===== src/rtl/calc_pkg.sv =====
// Shared types and constants for the sequential divider.
package calc_pkg;

  localparam int DIV_N = 4;

  typedef enum logic [1:0] {
    IDLE = 2'd0,
    CALC = 2'd1,
    DONE = 2'd2
  } state_e;

endpackage


===== src/rtl/restore_step.sv =====
// One restoring-division trial subtract: {rem, next bit} - divisor.
module restore_step #(
  parameter int N = 4
) (
  input  logic [N-1:0] rem_in,
  input  logic         bit_in,
  input  logic [N-1:0] divisor,
  output logic [N-1:0] diff,
  output logic         non_neg
);

  logic [N+1:0] trial;

  always_comb begin
    trial   = {1'b0, rem_in, bit_in} - {2'b00, divisor};
    // With rem_in < divisor, a non-negative trial is always below divisor, so bit N is zero.
    non_neg = ~|trial[N+1:N];
    diff    = trial[N-1:0];
  end

endmodule


===== src/rtl/seq_divider.sv =====
// Unsigned restoring divider: one quotient bit per cycle, MSB first.
module seq_divider
  import calc_pkg::*;
#(
  parameter int N = DIV_N
) (
  input  logic         clk,
  input  logic         rst_n,
  input  logic         start,
  input  logic [N-1:0] dividend,
  input  logic [N-1:0] divisor,
  output logic         busy,
  output logic         done,
  output logic [N-1:0] quotient,
  output logic [N-1:0] remainder,
  output logic         div_by_zero
);

  localparam int CW = $clog2(N);

  state_e         state_q, state_d;
  logic [CW-1:0]  count_q, count_d;
  logic [N-1:0]   dq_q, dq_d;
  logic [N-1:0]   dvsr_q, dvsr_d;
  logic [N-1:0]   rem_q, rem_d;
  logic [N-1:0]   quotient_q, quotient_d;
  logic [N-1:0]   remainder_q, remainder_d;
  logic           dbz_q, dbz_d;

  logic [N-1:0]   step_diff;
  logic           step_non_neg;
  logic [N-1:0]   next_rem;
  logic [N-1:0]   next_dq;

  // dq_q shifts dividend bits out of the MSB while quotient bits enter at the LSB.
  restore_step #(.N(N)) u_step (
    .rem_in  (rem_q),
    .bit_in  (dq_q[N-1]),
    .divisor (dvsr_q),
    .diff    (step_diff),
    .non_neg (step_non_neg)
  );

  always_comb begin
    next_rem = step_non_neg ? step_diff : {rem_q[N-2:0], dq_q[N-1]};
    next_dq  = {dq_q[N-2:0], step_non_neg};
  end

  always_comb begin
    state_d     = state_q;
    count_d     = count_q;
    dq_d        = dq_q;
    dvsr_d      = dvsr_q;
    rem_d       = rem_q;
    quotient_d  = quotient_q;
    remainder_d = remainder_q;
    dbz_d       = dbz_q;

    case (state_q)
      IDLE, DONE: begin
        if (start) begin
          if (divisor != '0) begin
            dq_d    = dividend;
            dvsr_d  = divisor;
            rem_d   = '0;
            count_d = CW'(N - 1);
            dbz_d   = 1'b0;
            state_d = CALC;
          end else begin
            quotient_d  = '1;
            remainder_d = dividend;
            dbz_d       = 1'b1;
            state_d     = DONE;
          end
        end else if (state_q == DONE) begin
          state_d = IDLE;
        end
      end
      CALC: begin
        rem_d = next_rem;
        dq_d  = next_dq;
        if (count_q == '0) begin
          quotient_d  = next_dq;
          remainder_d = next_rem;
          state_d     = DONE;
        end else begin
          count_d = count_q - 1'b1;
        end
      end
      default: state_d = IDLE;
    endcase
  end

  always_ff @(posedge clk) begin
    if (!rst_n) begin
      state_q     <= IDLE;
      count_q     <= '0;
      dq_q        <= '0;
      dvsr_q      <= '0;
      rem_q       <= '0;
      quotient_q  <= '0;
      remainder_q <= '0;
      dbz_q       <= 1'b0;
    end else begin
      state_q     <= state_d;
      count_q     <= count_d;
      dq_q        <= dq_d;
      dvsr_q      <= dvsr_d;
      rem_q       <= rem_d;
      quotient_q  <= quotient_d;
      remainder_q <= remainder_d;
      dbz_q       <= dbz_d;
    end
  end

  assign busy        = (state_q == CALC);
  assign done        = (state_q == DONE);
  assign quotient    = quotient_q;
  assign remainder   = remainder_q;
  assign div_by_zero = dbz_q;

endmodule


===== config.mk =====
export PLATFORM = sky130hd
export DESIGN_NAME = seq_divider
export DESIGN_NICKNAME = d
export VERILOG_FILES = /design/src/rtl/calc_pkg.sv /design/src/rtl/restore_step.sv /design/src/rtl/seq_divider.sv
export SDC_FILE = /design/constraint.sdc
export NUM_CORES = 1
export LEC_CHECK = 0
export BUFFER_PORTS_ARGS = -buffer_cell sky130_fd_sc_hd__buf_2
export CAP_MARGIN = 20
export CORE_ASPECT_RATIO = 0.9
export CORE_MARGIN = 2
export CORE_UTILIZATION = 47
export DETAILED_ROUTE_END_ITERATION = 8
export PLACE_DENSITY_LB_ADDON = 0.3
export SYNTH_ARGS = -nofsm -noshare
export SYNTH_HDL_FRONTEND = slang
export SYNTH_SLANG_ARGS = --single-unit

===== constraint.sdc =====
create_clock -name clk -period 5.1 [get_ports clk]
set_input_delay 1.53 -clock clk [delete_from_list [all_inputs] [get_ports clk]]
set_output_delay 1.53 -clock clk [all_outputs]
set_load 0.03 [all_outputs]

==> flow_summary_export.csv <==
group,metric,value,unit
outcome,status,"finished clean",
route,num_vias,1255,
global_routing,first_global_vias,1144,
synth,avgSynthCellArea,8.67,sq um
setup_path,cp.arrival,1.56,ns
synth,async_flop_share,0,%
setup_path,crit_path_end_kind,"output port",
finish,instances_no_fill,220,
floorplan,rows,18,
sta,fin_tns_setup,0,ns
cts,ctsResizeCount,0,
cts,cts_buffers,3,
cts,clk_latency,0.32,ns
finish,diodes,0,
synth,ys_seq_area_share,35.9,%
route,drc_errors,0,
synth,synth_area,0.00140,sq mm
finish,layout.nets,198,
route,drtIter0Drc,56,
global_routing,grt_pass1_wl,5.31,mm
sta,hold_viol_final,0,
sta,fin_crit_sh,60.6,%
sta,drv_slew,0,
place,io_buffers,21,
route,dr.pass1.iters,4,
floorplan,floorplan.initialDensity,50.0,%
synth,synth_nets,178,
place,dp_hpwl,2.46,mm
cts,htree_num_levels,1,
floorplan,core_area,0.00279,sq mm
pwr,power,0.494,mW
route,via_per_inst,5.70,
pwr,power_density,320,mW/mm^2
min_path,hp-class,"reg -> reg",
synth,syn_inst,161,
sta,setup_viol,0,
sta,worst_pin_slew,0.546,ns
setup_path,critical_path_class,"reg -> out",
global_routing,gr-total-overflow,0,
finish,final_area,0.00155,sq mm
floorplan,die_h,55.7,microns
sta,slew-limit-headroom,63.5,%
cts,cts_setup_buffers,0,
cts,holdBufCountCts,0,
flow_run,maxCapViolCount,0,
route,wire_per_inst,14.5,microns
cts,root_buffer,"clkbuf_4",
route,drt_wl_total,3.19,mm
synth,synth_edf_count,0,
synth,yosysWarnings,0,
sta,rsz0062_at_grt,"no",
synth,yosysTopAreaCell,"dfxtp_1",
synth,synth_most_common_cell,"dfxtp_1",
synth,synth_commonest_cells,"25 x dfxtp_1, 20 x a21oi_1, 14 x nor2_1, 14 x o21ai_0, 12 x nand2_1",
synth,synth_ff_type,"dfxtp_1",
cts,cts_tree,"done",
place,routabilityCongestion,0.819,
sta,fin_skew,0.00888,ns
sta,fmax,0.324,GHz
sta,setup_slack,2.01,ns
floorplan,die_area,0.00342,sq mm
global_routing,antenna_found_initial,0,
setup_path,crit_required,3.57,ns
synth,synth_cell_types,39,
cts,clk_path_buf_depth,2,
global_routing,gr-usage-all-layers,20.2,%
synth,synth_area_leaders,"dfxtp_1 36%, a21oi_1 7.2%, mux2i_1 5.7%",
sta,timing.final.crit_period,3.09,ns
place,pre_cts_ws,2.29,ns
pwr,irDropWorstVdd,0.204,mV
pwr,p_leak,0.651,nW
place,placed_area,0.00152,sq mm
cts,clkTransAtPathRegs,0.13,ns
route,ant_nets,0,
finish,synthToLayoutAreaGrowth,10.8,%
synth,synth-seq-cells,25,
place,dp_cells,216,
global_routing,grt_max_degree,17,
finish,drive_gt1_share,21.7,%
setup_path,critPathLaunchType,"flip-flop",
floorplan,dieWidth,61.4,microns
setup_path,path_max_fanout,14,
floorplan,io_pins,22,
synth,yosysTopAreaCellShare,35.9,%
cts,clock-sinks,25,
-- per-layer routing --
metal	vias up	share of wire (%)	track usage [%]
li1	613	-	-
met1	603	45	28.4
met2	34	48	32.7
met3	5	5.9	4.19
met4	0	0.63	2.74
met5	-	0	0
-- where the power goes --
group	total [mW]	leakage (nW)	switching (mW)	internal (mW)
logic	0.178	0.431	0.110	0.0672
clock network	0.0887	0.0150	0.0580	0.0307
registers	0.227	0.205	0.0139	0.214
-- logic make-up (layout without fill, tap and decap cells) --
logic type	count (synthesis)	in the layout	synth area share (%)
xor+xnor	3	3	1.88
fa+ha+maj	6	6	5.92
mux	8	8	5.74
buf+inv	18	37	5.47
compound gates	59	59	30.0
simple gates	42	42	15.2
flops	25	25	35.9
-- registers in the layout (all words and copies together), names as in the netlist --
signal,count
count_q,2
div_by_zero,1
dq_q,4
dvsr_q,4
quotient,4
rem_q,4
remainder,4
state_q,2
-- area by class of cell --
class	instances	area (sq um)
Tap cell	40	50.0
Inverter	12	45.0
Fill cell	282	1250
Multi-Input combinational cell	118	818
Sequential cell	25	500
Timing Repair Buffer	21	105
Clock buffer	4	26.3
-- critical path: stages, from the launching register on --
cell	delay [ns]
dfxtp_1	0.37
nand2b_2	0.30
clkinv_1	0.30
buf_2	0.26
-- final timing paths --
path	endpoint	depth (start not counted)	startpoint	slack [ns]
min reg2reg	div_by_zero$_SDFFE_PN0P_	2	div_by_zero$_SDFFE_PN0P_	0.47
min	div_by_zero$_SDFFE_PN0P_	2	div_by_zero$_SDFFE_PN0P_	0.47
max	busy	3	state_q[1]$_SDFFE_PN0P_	2.01
max reg2reg	quotient[0]$_SDFFE_PN0P_	9	dq_q[3]$_SDFFE_PN0P_	2.80
-- per-stage QoR --
step	utilization (%)	hold slack, ns
floorplan	-	0.443
global placement	54.4	0.460
detailed placement	54.4	0.456
CTS	55.3	0.477
global route	55.3	0.488
finish	55.3	0.474
-- layout by cell type (no fill, tap or decap), types with 3 or more instances in the layout --
master | synthesis | routed
clkbuf_4 | 0 | 3
nand2_1 | 12 | 12
ha_1 | 5 | 5
a21oi_1 | 20 | 20
nor3_1 | 3 | 3
nor2b_1 | 3 | 3
a211oi_1 | 5 | 5
o21ai_0 | 14 | 14
mux2i_1 | 8 | 8
inv_1 | 10 | 10
buf_2 | 1 | 21
nand2b_1 | 4 | 4
nor2_1 | 14 | 14
dfxtp_1 | 25 | 25
No activity file was read; power rests on OpenSTA's default activity.
